===== src/rtl/therm2sc_pkg.sv =====
// Shared state encoding and width helpers for the multi-channel serial
// thermometer to two's-complement converter.
package therm2sc_pkg;

    typedef logic [1:0] state_t;

    localparam state_t ST_IDLE  = 2'd0;
    localparam state_t ST_SHIFT = 2'd1;
    localparam state_t ST_HOLD  = 2'd2;

    // Magnitude width: must hold THERM_LEN itself (all beats ones).
    function automatic int mag_width(input int therm_len);
        return $clog2(therm_len + 1);
    endfunction

    // Signed per-channel width: magnitude plus a sign bit.
    function automatic int res_width(input int therm_len);
        return mag_width(therm_len) + 1;
    endfunction

    // Sum width: growth of one bit per doubling of channel count.
    function automatic int sum_width(input int therm_len, input int num_ch);
        return res_width(therm_len) + $clog2(num_ch);
    endfunction

endpackage


===== src/rtl/therm_serial_to_2scomp_multi_channel.sv =====
// One serial channel: sign latch, ones counter, bubble tracking and the
// signed value, exposed as a look-ahead that includes the beat in flight.
module therm_channel_counter
    import therm2sc_pkg::*;
#(
    parameter int MAG_W = 6
) (
    input  logic             clk,
    input  logic             rst,
    input  logic             load,
    input  logic             beat,
    input  logic             bit_in,
    output logic             sign,
    output logic [MAG_W-1:0] mag_nxt,
    output logic             bubble_nxt,
    output logic [MAG_W:0]   value_nxt
);

    logic [MAG_W-1:0] mag;
    logic             bubble;
    logic             seen_zero;

    // Apply the sign to the magnitude; a zero magnitude stays zero either way.
    function automatic logic signed [MAG_W:0] sign_apply(input logic s,
                                                         input logic [MAG_W-1:0] m);
        logic signed [MAG_W:0] m_s;
        m_s = {1'b0, m};
        return s ? -m_s : m_s;
    endfunction

    // Sign beat reloads the channel; each magnitude beat counts ones and notes 0->1 steps.
    always_ff @(posedge clk or posedge rst) begin
        if (rst) begin
            sign      <= 1'b0;
            mag       <= '0;
            bubble    <= 1'b0;
            seen_zero <= 1'b0;
        end else if (load) begin
            sign      <= bit_in;
            mag       <= '0;
            bubble    <= 1'b0;
            seen_zero <= 1'b0;
        end else if (beat) begin
            mag    <= mag_nxt;
            bubble <= bubble_nxt;
            if (!bit_in) seen_zero <= 1'b1;
        end
    end

    // Look-ahead so the top can register the final result on the last beat itself.
    always_comb begin
        mag_nxt    = mag;
        bubble_nxt = bubble;
        if (beat) begin
            mag_nxt    = mag + MAG_W'(bit_in);
            bubble_nxt = bubble | (bit_in & seen_zero);
        end
        value_nxt = sign_apply(sign, mag_nxt);
    end

endmodule


===== src/rtl/therm_serial_to_2scomp_multi.sv =====
// Multi-channel serial thermometer to two's-complement converter: frame
// sequencing, beat counting, cross-channel sum and held output registers.
module therm_serial_to_2scomp_multi
    import therm2sc_pkg::*;
#(
    parameter int THERM_LEN = 32,
    parameter int NUM_CH    = 4,
    parameter int OUT_MODE  = 1,
    localparam int MAG_W = mag_width(THERM_LEN),
    localparam int RES_W = res_width(THERM_LEN),
    localparam int SUM_W = sum_width(THERM_LEN, NUM_CH)
) (
    input  logic                    clk,
    input  logic                    rst,
    input  logic                    start,
    input  logic                    serial_valid,
    input  logic [NUM_CH-1:0]       serial_in,
    input  logic                    abort,
    output logic                    busy,
    output logic                    out_valid,
    input  logic                    out_ready,
    output logic [NUM_CH*RES_W-1:0] result_out,
    output logic [NUM_CH*MAG_W-1:0] mag_out,
    output logic [SUM_W-1:0]        sum_out,
    output logic [NUM_CH-1:0]       bubble_err
);

    state_t     state;
    logic [MAG_W-1:0] beat_cnt;

    logic accept_sign;
    logic beat;
    logic last_beat;

    logic [NUM_CH-1:0]       ch_sign;
    logic [NUM_CH-1:0]       ch_bubble;
    logic [MAG_W-1:0]        ch_mag [NUM_CH];
    logic signed [RES_W-1:0] ch_val [NUM_CH];

    logic signed [SUM_W-1:0]  sum_nxt;
    logic [NUM_CH*RES_W-1:0]  res_nxt;
    logic [NUM_CH*MAG_W-1:0]  mag_pack;

    // Handshake qualifiers; abort overrides any sign or magnitude beat.
    always_comb begin
        accept_sign = !abort && start && serial_valid &&
                      ((state == ST_IDLE) || ((state == ST_HOLD) && out_ready));
        beat        = !abort && serial_valid && (state == ST_SHIFT);
        last_beat   = beat && (beat_cnt == MAG_W'(THERM_LEN - 1));
    end

    assign busy      = (state == ST_SHIFT);
    assign out_valid = (state == ST_HOLD);

    for (genvar i = 0; i < NUM_CH; i++) begin : g_ch
        logic [MAG_W:0] val_raw;

        therm_channel_counter #(
            .MAG_W (MAG_W)
        ) u_ch (
            .clk        (clk),
            .rst        (rst),
            .load       (accept_sign),
            .beat       (beat),
            .bit_in     (serial_in[i]),
            .sign       (ch_sign[i]),
            .mag_nxt    (ch_mag[i]),
            .bubble_nxt (ch_bubble[i]),
            .value_nxt  (val_raw)
        );

        assign ch_val[i] = val_raw;
    end

    // Adder tree and output packing; sum always uses signed values regardless of OUT_MODE.
    always_comb begin
        sum_nxt  = '0;
        res_nxt  = '0;
        mag_pack = '0;
        for (int i = 0; i < NUM_CH; i++) begin
            sum_nxt = sum_nxt + SUM_W'(ch_val[i]);
            mag_pack[i*MAG_W +: MAG_W] = ch_mag[i];
            if (OUT_MODE != 0) res_nxt[i*RES_W +: RES_W] = ch_val[i];
            else               res_nxt[i*RES_W +: RES_W] = {ch_sign[i], ch_mag[i]};
        end
    end

    // Frame sequencing: IDLE -> SHIFT on sign beat, SHIFT -> HOLD on last beat, HOLD exits on handshake.
    always_ff @(posedge clk or posedge rst) begin
        if (rst) begin
            state    <= ST_IDLE;
            beat_cnt <= '0;
        end else if (abort) begin
            state    <= ST_IDLE;
        end else if (accept_sign) begin
            state    <= ST_SHIFT;
            beat_cnt <= '0;
        end else begin
            case (state)
                ST_SHIFT: if (beat) begin
                    beat_cnt <= beat_cnt + 1'b1;
                    if (last_beat) state <= ST_HOLD;
                end
                ST_HOLD:  if (out_ready) state <= ST_IDLE;
                ST_IDLE:  ;
                default:  state <= ST_IDLE;
            endcase
        end
    end

    // Result registers load only on the last beat and otherwise hold, including across abort.
    always_ff @(posedge clk or posedge rst) begin
        if (rst) begin
            result_out <= '0;
            mag_out    <= '0;
            sum_out    <= '0;
            bubble_err <= '0;
        end else if (last_beat) begin
            result_out <= res_nxt;
            mag_out    <= mag_pack;
            sum_out    <= sum_nxt;
            bubble_err <= ch_bubble;
        end
    end

endmodule


===== config.mk =====
export PLATFORM = sky130hd
export DESIGN_NAME = therm_serial_to_2scomp_multi
export DESIGN_NICKNAME = d
export VERILOG_FILES = /design/src/rtl/therm2sc_pkg.sv /design/src/rtl/therm_serial_to_2scomp_multi_channel.sv /design/src/rtl/therm_serial_to_2scomp_multi.sv
export SDC_FILE = /design/constraint.sdc
export NUM_CORES = 1
export LEC_CHECK = 0
export BUFFER_PORTS_ARGS = -buffer_cell sky130_fd_sc_hd__clkbuf_2
export CORE_MARGIN = 1
export CORE_UTILIZATION = 45
export CTS_BUF_LIST = sky130_fd_sc_hd__clkbuf_4
export DETAILED_ROUTE_END_ITERATION = 12
export MAX_ROUTING_LAYER = met4
export SLEW_MARGIN = 5
export SYNTH_ARGS = -nofsm -noshare
export SYNTH_HDL_FRONTEND = slang
export SYNTH_SLANG_ARGS = --single-unit

===== constraint.sdc =====
create_clock -name clk -period 12 [get_ports clk]
set_input_delay 2.4 -clock clk [delete_from_list [all_inputs] [get_ports clk]]
set_output_delay 2.4 -clock clk [all_outputs]
set_load 0.02 [all_outputs]

### Word level (Yosys, flattened, before mapping)

Index checks and enable logic that the tools add are counted.
Widths: inputs -> output; s select.

| word-level totals | value |
|---|---|
| ROM bits | 0 |
| output and inout bits | 67 |
| logic and storage cells | 121 |
| flip-flop bits (word level) | 109 |
| input port bits | 10 |
| memories kept | 0 |
| latch bits | 0 |
| memory bits (writable) | 0 |

| cells by class | value |
|---|---|
| reduce and logical (&&, ||, !) cells | 18 |
| multiply operators | 0 |
| bitwise logic cells | 9 |
| shift operators | 0 |
| div/mod/pow operators | 0 |
| mux-type cells | 49 |
| magnitude comparators | 0 |
| $add $sub $neg | 12 |
| eq/ne operators | 11 |

Operators with widths:

| cell | number |
|---|---|
| $mux 6 | 15 |
| $mux 7 | 4 |
| $neg 6->7 | 4 |
| $add 6x1->6 | 4 |
| $mux 1 | 24 |
| $ne 4x2->1 const B | 3 |
| $mux 2 | 5 |
| $add 8x7->9 | 1 |
| $add 9x7->9 | 1 |
| $add 7x7->8 | 1 |
| $ne 2x1->1 const B | 4 |
| $reduce_and 2->1 | 4 |
| $logic_and 1x1->1 | 7 |
| $add 6x1->6 const B | 1 |
| $eq 6x5->1 const B | 1 |
| $pmux 2 s3 | 1 |
| $and 1x1->1 | 4 |
| $or 1x1->1 | 4 |
| $reduce_and 4->1 | 1 |
| $reduce_bool 2->1 | 2 |
| $ne 3x3->1 const B | 1 |
| $reduce_and 3->1 | 1 |
| $eq 2x1->1 const B | 1 |
| $eq 2x2->1 const B | 1 |
| other kinds (4) | 4 |

### Longest topological paths before layout

Gate-level depths: netlist of the first run.

| depth | value |
|---|---|
| word-level depth | 9 |
| gate-level depth with buffers | 18 |
| gate-level depth less buffers | 18 |

### By module

Synthesis of the first run repeated with hierarchy kept, for this count alone.

| second synthesis, totals | value |
|---|---|
| cells, all modules | 604 |
| area total of the unflattened synthesis | 5989.5 µm² |

By module, submodules not included:

| module | area an instance (µm²) | times used | cells an instance | seq. area each (µm²) |
|---|---|---|---|---|
| therm_serial_to_2scomp_multi | 3465.8 | 1 | 368 | 1826.8 |
| therm_channel_counter (g_ch[0].u_ch ...) | 618.1 | 3 | 59 | 225.2 |
| therm_channel_counter (g_ch[2].u_ch) | 669.4 | 1 | 59 | 225.2 |

### Worst setup path before layout of the first run

Ideal clock, no wire load.

| timing | value |
|---|---|
| path kind | input to register |
| from | input abort |
| to | register sum_out[8] |
| arrival time | 6309 ps |
| setup time | 69 ps |
| stages | 18 |
| required time | 11931 ps |
| setup slack | 5623 ps |
| buffers on the path | 3 |
| cells stage by stage | nor4bb_4 buf_6 buf_6 buf_2 mux2i_1 ha_1 nor2_1 xnor2_1 fa_1 inv_1 fa_1 inv_1 ha_1 a21o_1 a21o_1 a2111oi_0 o2111ai_1 nand3_1 |

| between the ends | value |
|---|---|
| longest elaborated chain between the ends | 9 |
| elaborated cells on any way between the ends | 19 |
| classes of those cells | add/sub: 7; mux: 8; reduce/logical: 4 |

RTL lines:

| item | line | text |
|---|---|---|
| start: declaration | therm_serial_to_2scomp_multi.sv:18 | `input logic abort,` |
| $logic_not 1->1 * | therm_serial_to_2scomp_multi.sv:48 | `beat = !abort && serial_valid && (state == ST_SHIFT);` |
| $logic_and 1x1->1 * (2 in a row) | therm_serial_to_2scomp_multi.sv:48 |  |
| $mux 6 * | therm_serial_to_2scomp_multi_channel.sv:54 | `if (beat) begin` |
| $neg 6->7 | therm_serial_to_2scomp_multi_channel.sv:28 | `return s ? -m_s : m_s;` |
| $mux 7 * | therm_serial_to_2scomp_multi_channel.sv:28 |  |
| net g_ch[1].u_ch.value_nxt[2] | therm_serial_to_2scomp_multi_channel.sv:16 | `output logic [MAG_W:0] value_nxt` |
| $add 7x7->8 * | therm_serial_to_2scomp_multi.sv:81 | `sum_nxt = sum_nxt + SUM_W'(ch_val[i]);` |
| $add 8x7->9 * | therm_serial_to_2scomp_multi.sv:81 |  |
| $add 9x7->9 * | therm_serial_to_2scomp_multi.sv:81 |  |
| end signal: assignment | therm_serial_to_2scomp_multi.sv:121 | `sum_out <= sum_nxt;` |
| end: declaration | therm_serial_to_2scomp_multi.sv:24 | `output logic [SUM_W-1:0] sum_out,` |

The timed path passes the listed nets; every way through them passes the cells marked *.
A chain may end at the register's enable or synchronous reset.

### Worst setup path after layout of the first run

Same ends and word-level chain as after synthesis.

==> results_dict.tcl, run 1 <==
set metrics [dict create \
    outcome "finished, final reports clean" \
    cts_tree "yes" \
    final_cell_mix "dfrtp_1, nand2_1, clkbuf_2" \
    placed_area_um2 6330 \
    core_area_um2 12670 \
    switchingPower_mw 0.2538 \
    min_period_ns 6.632 \
    clock_sinks 105 \
    finalSetupViolCount 0 \
    die_h_um 116.1 \
    synthArstFlopShare_pct 100.0 \
    overflow 0 \
    grt_pass1_vias 4232 \
    dieWidth_um 116.1 \
    skew_ns 0.02033 \
    viasPerCell 5.231 \
    grt_max_degree 80 \
    worst_slew_pin_slew_ns 1.121 \
    ys_seq_elements 105 \
    worstHoldPathType "register to register" \
    synthesis.nets 643 \
    seq_area_frac_synth_pct 44.83 \
    cts_inserted_buffers 9 \
    root_buffer "clkbuf_4" \
    grt_pass1_wl_mm 21.84 \
    place_ws_ns 4.823 \
    area_growth_pct 10.20 \
    vias 4352 \
    max_clock_freq_mhz 150.8 \
    drive_above_1_share_pct 19.24 \
    port_buffers 76 \
    yosysUniqueCellTypes 63 \
    grt_usage_pct 22.22 \
    drv_slew 0 \
    crit_type "input pin to register" \
    cts_resized 0 \
    antenna_cells 0 \
    cts_buffer_depth 2 \
    ant_nets 0 \
    p_int_mw 0.5013 \
    yosysWarnings 0 \
    place_congestion 0.9125 \
    p_comb_share_pct 25.8 \
    p_clk_share_pct 24.2 \
    fin_crit_sh_pct 55.26 \
    cp.required_ns 12.44 \
    insertion_delay_ns 0.50 \
    fin_ws_ns 5.368 \
    p_seq_share_pct 50.0 \
    p_leak_nw 3.230 \
    critPathMaxFanout 34 \
    whs_ns 0.4954 \
    wl_mm 13.14 \
    finalNonFillerCells 832 \
    wl_per_cell_um 15.79 \
    nets 701 \
    worst_setup_path_start_kind "input pin" \
    dp.cells 816 \
    endpoint_kind "register" \
    avgSynthCellArea_um2 9.817 \
    slew_headroom_pct 25.28 \
    finish.utilization_pct 50.97 \
    htreeDepth 3 \
    hold_viol 0 \
    rows 41 \
    drc 0 \
    critPathArrivalTime_ns 7.07 \
    hold_buffers 0 \
    syn_inst 597 \
    dieArea_um2 13480 \
    rsz0062_at_grt "no" \
    io-pin-count 77 \
    drtIter0Drc 210 \
    firstDrtPassIters 5 \
    p_sw_share_pct 33.62 \
    final_common_cell "dfrtp_1" \
    syn-cell-area_um2 5861 \
    synth_edf_count 0 \
    dpl.hpwl_mm 9.561 \
    cts_setup_buffers 0 \
    vdd_drop_max_v 0.00006062 \
    final_cell_area_um2 6459 \
    initial_core_util_pct 46.25 \
    drv_cap 0 \
    antenna_found_initial 0 \
    synth_ff_type "dfrtp_1" \
    cts.clk_slew.worst_paths_ns 0.16 \
    p_total_mw 0.7551 \
    setup-tns-final_ns 0 \
    p_per_area_nw_per_um2 116.9 \
]
critical path: stages:
cell and delay, ns:
clkbuf_2 0.15, nand4bb_2 0.82, mux2i_1 0.57, ha_1 0.31, nor2_1 0.07, xnor2_1 0.16, fa_1 0.49, inv_1 0.05
fa_1 0.56, inv_1 0.06, ha_1 0.29, a21o_1 0.16, a21o_1 0.23, a2111oi_0 0.46, o2111ai_1 0.16, nand3_1 0.14
cells in the mapped netlist, types with 7 or more instances:
cell type	number	area, um2
a31oi_1	7	43.79
buf_2	8	40.04
clkbuf_1	18	67.56
dfrtp_1	105	2628
fa_1	15	300.3
ha_1	21	262.8
inv_1	39	146.4
mux2_2	15	168.9
nand2_1	80	300.3
nand3_1	14	70.07
nand4_1	7	43.79
nor2_1	63	236.5
nor3_1	9	45.04
o21ai_0	55	275.3
or4_1	7	52.55
xnor2_1	24	210.2
xor2_1	19	166.4
routing by layer:
layer	up-vias	part of all wire (%)	wire length, um	GRT usage, %
met5	-	0	0	-
met3	18	3.6	471	2.958
met1	2106	49	6389	29.70
met4	0	1.8	242	8.889
li1	2138	-	-	-
met2	90	46	6038	34.37
flip-flops by register name, indices dropped and copies added (netlist names), 6 cells and up:
name and flops:
mag_out 20, sum_out 9, g_ch.u_ch.mag 24, beat_cnt 6, result_out 28
cells by family after synthesis:
kind of cell / after synthesis / synth area share [%]
flip-flops: 105 / 44.83
adder cells (fa/ha/maj): 36 / 9.607
multiplexers: 23 / 4.547
AND/OR/NAND/NOR: 207 / 16.78
AO/OA/AOI/OAI: 108 / 12.19
XOR/XNOR: 43 / 6.426
buffers and inverters: 75 / 5.615
worst paths after layout:
check	start	endpoint	slack (ns)	cells past startpoint
min in group asynchronous	rst	mag_out[20]$_DFFE_PP0P_	1.93	2
setup reg to reg	state[1]$_DFFE_PP0P_	sum_out[8]$_DFFE_PP0P_	6.93	15
hold / removal	mag_out[5]$_DFFE_PP0P_	mag_out[5]$_DFFE_PP0P_	0.50	1
max in group asynchronous	rst	result_out[19]$_DFFE_PP0P_	8.86	3
setup / recovery	abort	sum_out[8]$_DFFE_PP0P_	5.37	16
hold reg to reg	mag_out[5]$_DFFE_PP0P_	mag_out[5]$_DFFE_PP0P_	0.50	1
area by class of cell:
type / count / area, um2
Clock buffer: 9 / 67.56
Clock inverter: 7 / 61.31
Fill cell: 1192 / 6212
Inverter: 41 / 156.4
Multi-Input combinational cell: 417 / 2913
Sequential cell: 105 / 2628
Tap cell: 172 / 215.2
Timing Repair Buffer: 81 / 417.9
power by group through the flow:
stage	registers, mW	clock network, mW	logic (mW)
after floorplan	0.379	0	0.149
after detailed placement	0.384	0	0.195
after global routing	0.380	0.198	0.224
after CTS	0.378	0.188	0.197
final	0.378	0.183	0.195
after global placement	0.383	0	0.193
Note: power is estimated with default switching activity, not from simulation.
==> run 2, diff against run 1 <==
--- a/config.mk
+++ b/config.mk
@@ -11,6 +11,7 @@
 export CTS_BUF_LIST = sky130_fd_sc_hd__clkbuf_4
 export DETAILED_ROUTE_END_ITERATION = 12
 export MAX_ROUTING_LAYER = met4
+export PLACE_DENSITY = 0.67
 export SLEW_MARGIN = 5
 export SYNTH_ARGS = -nofsm -noshare
 export SYNTH_HDL_FRONTEND = slang
==> constraint.sdc (replaced) <==
create_clock -name clk -period 6 [get_ports clk]
set_input_delay 1.2 -clock clk [delete_from_list [all_inputs] [get_ports clk]]
set_output_delay 1.2 -clock clk [all_outputs]
set_load 0.02 [all_outputs]
==> results_dict.tcl, run 2 (synthesized netlist as in run 1, its figures left out) <==
set metrics [dict create \
    clock_sinks 105 \
    drive_above_1_share_pct 20.27 \
    cts_inserted_buffers 9 \
    cts_resized 0 \
    initial_core_util_pct 46.25 \
    regToRegStartpoint "state[1]$_DFFE_PP0P_" \
    setup-tns-final_ns 0 \
    ant_nets 0 \
    critPathMaxFanout 14 \
    wl_per_cell_um 15.83 \
    vias 4397 \
    worst_setup_path_start_kind "input pin" \
    hold_viol 0 \
    area_growth_pct 10.67 \
    top_layer_used "met4" \
    drv_cap 0 \
    wl_met3_um 447 \
    grt_pass1_wl_mm 21.33 \
    drv_slew 0 \
    p_per_area_nw_per_um2 228.1 \
    grt_max_degree 76 \
    cts_buffer_depth 2 \
    nets 708 \
    cp-startpoint "abort" \
    cts.clk_slew.worst_paths_ns 0.16 \
    port_buffers 76 \
    fin_crit_sh_pct 85.16 \
    die_h_um 116.1 \
    top_register "result_out" \
    p_leak_nw 3.257 \
    root_buffer "clkbuf_4" \
    wl_mm 13.27 \
    largest_reg_flops 28 \
    io-pin-count 77 \
    crit_type "input pin to register" \
    dpl.hpwl_mm 9.888 \
    min_path_cells 2 \
    antenna_found_initial 0 \
    vdd_drop_max_v 0.0001081 \
    reg_top3 "result_out x28, g_ch.u_ch.mag x24, mag_out x20" \
    overflow 0 \
    rsz0062_at_grt "no" \
    firstDrtPassIters 4 \
    rows 41 \
    min_period_ns 5.110 \
    dieWidth_um 116.1 \
    drt-met1-wl_mm 6.325 \
    rr_worst_depth 15 \
    max_clock_freq_mhz 195.7 \
    worst_slew_pin_slew_ns 1.138 \
    r2r-end "sum_out[8]$_DFFE_PP0P_" \
    skew_ns 0.01796 \
    final_common_cell "dfrtp_1" \
    insertion_delay_ns 0.49 \
    p_total_mw 1.480 \
    dieArea_um2 13480 \
    core_area_um2 12670 \
    drtIter0Drc 240 \
    place_congestion 0.9255 \
    grt_usage_pct 21.76 \
    grt_pass1_vias 4105 \
    finalSetupViolCount 0 \
    cts_tree "yes" \
    wl_met2_mm 6.338 \
    reg2reg_slack_ns 1.30 \
    outcome "finished, final reports clean" \
    cp.required_ns 6.43 \
    endpoint "sum_out[8]$_DFFE_PP0P_" \
    worstHoldPathType "register to register" \
    hold_buffers 0 \
    htreeDepth 3 \
    antenna_cells 0 \
    drc 0 \
    critPathArrivalTime_ns 5.54 \
    cts_setup_buffers 0 \
    viasPerCell 5.247 \
    slew_headroom_pct 24.16 \
    final_cell_area_um2 6486 \
    endpoint_kind "register" \
    placed_area_um2 6382 \
    final_cell_mix "dfrtp_1, nand2_1, clkbuf_2" \
]
-- run 2: cell types whose count changed in the layout (fill, tap and decap cells not counted), sizes merged --
cell | before | now
clkinvlp | 2 | 1
buf | 5 | 12
clkbuf | 85 | 87
bufinv | 1 | 0
clkinv | 4 | 3
-- run 2: where the power goes --
group          internal [mW]  leakage, nW  switching (mW)
clock network         0.0899       0.0601           0.230
logic                  0.159         1.74           0.245
registers              0.730         1.45          0.0250
-- run 2: how the worst min path moves through the flow --
stage	slack, ns	to	from
after floorplan	0.45	g_ch[0].u_ch.bubble$_DFFE_PP0N_	g_ch[0].u_ch.bubble$_DFFE_PP0N_
after global placement	0.46	g_ch[0].u_ch.bubble$_DFFE_PP0N_	g_ch[0].u_ch.bubble$_DFFE_PP0N_
after detailed placement	0.47	sum_out[7]$_DFFE_PP0P_	sum_out[7]$_DFFE_PP0P_
after CTS	0.50	sum_out[7]$_DFFE_PP0P_	sum_out[7]$_DFFE_PP0P_
after global routing	0.52	mag_out[17]$_DFFE_PP0P_	mag_out[17]$_DFFE_PP0P_
final	0.50	sum_out[1]$_DFFE_PP0P_	sum_out[1]$_DFFE_PP0P_
-- run 2: per-layer routing --
metal,up-vias,track usage [%]
met4,0,6.923
met5,-,-
met3,11,3.581
met2,97,34.44
li1,2155,-
met1,2134,28.67
-- run 2: layout make-up --
cell class,instances,area [um2]
timing repair buffer,88,470.5
sequential,105,2628
clock inverter,4,21.27
multi-input combinational,417,2913
fill,1195,6185
clock buffer,11,82.58
tap,172,215.2
inverter,41,156.4
-- run 2: worst max-delay path, stage by stage --
cell and delay (ns):
clkbuf_2 0.15, nor4bb_4 0.29, buf_4 0.27, mux2i_2 0.44, inv_2 0.10, o41ai_2 0.45, xor2_1 0.19, fa_1 0.54
inv_1 0.06, fa_1 0.52, inv_1 0.04, ha_1 0.32, a21o_1 0.22, a2111oi_0 0.43, o2111ai_1 0.15, nand3_1 0.14
-- run 2: per-stage QoR --
stage	setup WS, ns	instances	hold slack, ns	util, %
floorplan	0.8225	597	0.4463	-
global placement	0.4504	823	0.4611	50.37
detailed placement	0.3906	823	0.4702	50.37
CTS	0.9062	838	0.5045	51.19
global route	0.6757	838	0.5228	51.19
finish	0.8901	838	0.5006	51.19
==> run 3, diff against run 2 <==
--- a/config.mk
+++ b/config.mk
@@ -12,6 +12,7 @@
 export DETAILED_ROUTE_END_ITERATION = 12
 export MAX_ROUTING_LAYER = met4
 export PLACE_DENSITY = 0.67
+export REMOVE_ABC_BUFFERS = 1
 export SLEW_MARGIN = 5
 export SYNTH_ARGS = -nofsm -noshare
 export SYNTH_HDL_FRONTEND = slang
==> results_dict.tcl, run 3 (synthesized netlist as in run 1, its figures left out) <==
set metrics [dict create \
    outcome "finished, final reports clean" \
    holdPathEnd "sum_out[1]$_DFFE_PP0P_" \
    cts.clk_slew.worst_paths_ns 0.15 \
    crit_type "input pin to register" \
    drv_cap 0 \
    cts_resized 0 \
    largest_reg_flops 28 \
    die_h_um 116.1 \
    hp-start "sum_out[1]$_DFFE_PP0P_" \
    dieArea_um2 13480 \
    rr_worst_depth 17 \
    drc 0 \
    grt_max_degree 60 \
    hold_viol 0 \
    viasPerCell 5.281 \
    setup-tns-final_ns 0 \
    r2r-end "sum_out[8]$_DFFE_PP0P_" \
    dieWidth_um 116.1 \
    initial_core_util_pct 46.25 \
    drv_slew 0 \
    p_per_area_nw_per_um2 228.1 \
    worst_setup_path_start_kind "input pin" \
    htreeDepth 3 \
    grt_usage_pct 21.94 \
    ant_nets 0 \
    critPathArrivalTime_ns 5.58 \
    final_cell_mix "dfrtp_1, nand2_1, clkbuf_2" \
    finalNonFillerCells 833 \
    grt_pass1_wl_mm 21.87 \
    wl_met2_mm 5.957 \
    dp.cells 817 \
    wl_met3_um 460 \
    p_leak_nw 3.235 \
    firstDrtPassIters 4 \
    whs_ns 0.4922 \
    reg_top3 "result_out x28, g_ch.u_ch.mag x24, mag_out x20" \
    io-pin-count 77 \
    regToRegStartpoint "state[1]$_DFFE_PP0P_" \
    fin_crit_sh_pct 85.87 \
    max_clock_freq_mhz 194.1 \
    vdd_drop_max_v 0.0001266 \
    endpoint_kind "register" \
    drtIter0Drc 253 \
    cts_buffer_depth 2 \
    core_area_um2 12670 \
    reg2reg_slack_ns 1.25 \
    clock_sinks 105 \
    cts_setup_buffers 0 \
    area_growth_pct 10.23 \
    root_buffer "clkbuf_4" \
    hold_buffers 0 \
    top_layer_used "met4" \
    fin_ws_ns 0.8476 \
    finalSetupViolCount 0 \
    drive_above_1_share_pct 19.52 \
    place_ws_ns 0.3941 \
    antenna_found_initial 0 \
    nets 702 \
    port_buffers 76 \
    critPathMaxFanout 29 \
    final_common_cell "dfrtp_1" \
    grt_pass1_vias 4416 \
    worstHoldPathType "register to register" \
    wl_per_cell_um 15.53 \
    skew_ns 0.01587 \
    insertion_delay_ns 0.48 \
    slew_headroom_pct 26.06 \
    fillers 1170 \
    cts_tree "yes" \
    drt-met1-wl_mm 6.221 \
    min_path_cells 2 \
    antenna_cells 0 \
    cts_inserted_buffers 9 \
    regArea_um2 2628 \
    finish.utilization_pct 50.98 \
    wl_mm 12.94 \
    vias 4399 \
    dpl.hpwl_mm 9.430 \
    worst_slew_pin_slew_ns 1.109 \
    top_register "result_out" \
    rows 41 \
    cp.required_ns 6.43 \
    min_period_ns 5.152 \
    place_congestion 0.8883 \
    multi_input_area_um2 2913 \
    overflow 0 \
    rsz0062_at_grt "no" \
]
## run 3: per-stage QoR
| stage | cell area [um2] | power [mW] |
|---|---|---|
| after floorplan | 5685 | 1.053 |
| after global routing | 6460 | 1.576 |
| final | 6460 | 1.473 |
| after global placement | 6350 | 1.144 |
| after detailed placement | 6350 | 1.161 |
| after CTS | 6460 | 1.490 |
## run 3: critical path, stage by stage
cell,delay (ns)
clkbuf_2,0.15
nor4bb_4,0.36
buf_12,0.24
mux2_2,0.38
inv_1,0.14
ha_1,0.23
nor2_1,0.07
xnor2_1,0.16
fa_1,0.54
inv_1,0.05
fa_1,0.56
inv_1,0.06
ha_1,0.29
a21o_1,0.15
a21o_1,0.22
a2111oi_0,0.46
o2111ai_1,0.15
nand3_1,0.14
## run 3: layer usage
| metal | up-vias | global-route usage [%] |
|---|---|---|
| li1 | 2146 | - |
| met1 | 2128 | 28.86 |
| met2 | 105 | 33.49 |
| met3 | 20 | 3.321 |
| met4 | 0 | 10.34 |
| met5 | - | - |
## run 3: how the worst max path moves through the flow
| stage | from | endpoint | slack (ns) | cells after the start |
|---|---|---|---|---|
| after CTS | abort | sum_out[8]$_DFFE_PP0P_ | 0.91 | 18 |
| after global routing | abort | sum_out[8]$_DFFE_PP0P_ | 0.56 | 18 |
| final | abort | sum_out[8]$_DFFE_PP0P_ | 0.85 | 18 |
| after global placement | abort | sum_out[8]$_DFFE_PP0P_ | 0.51 | 18 |
| after floorplan | serial_valid | sum_out[8]$_DFFE_PP0P_ | 0.25 | 16 |
| after detailed placement | abort | sum_out[8]$_DFFE_PP0P_ | 0.39 | 18 |
## run 3: where the power goes
group / internal (mW) / switching (mW)
Sequential: 0.730 / 0.0268
Clock: 0.0963 / 0.228
Combinational: 0.154 / 0.240
## run 3: cell type report
class                      instances  share of cell area, %
clock buffer                      12                  1.395
clock inverter                     4                 0.3099
inverter                          41                  2.421
multi-input combinational        417                  45.09
sequential                       105                  40.67
tap                              172                  3.331
timing repair buffer              82                  6.779
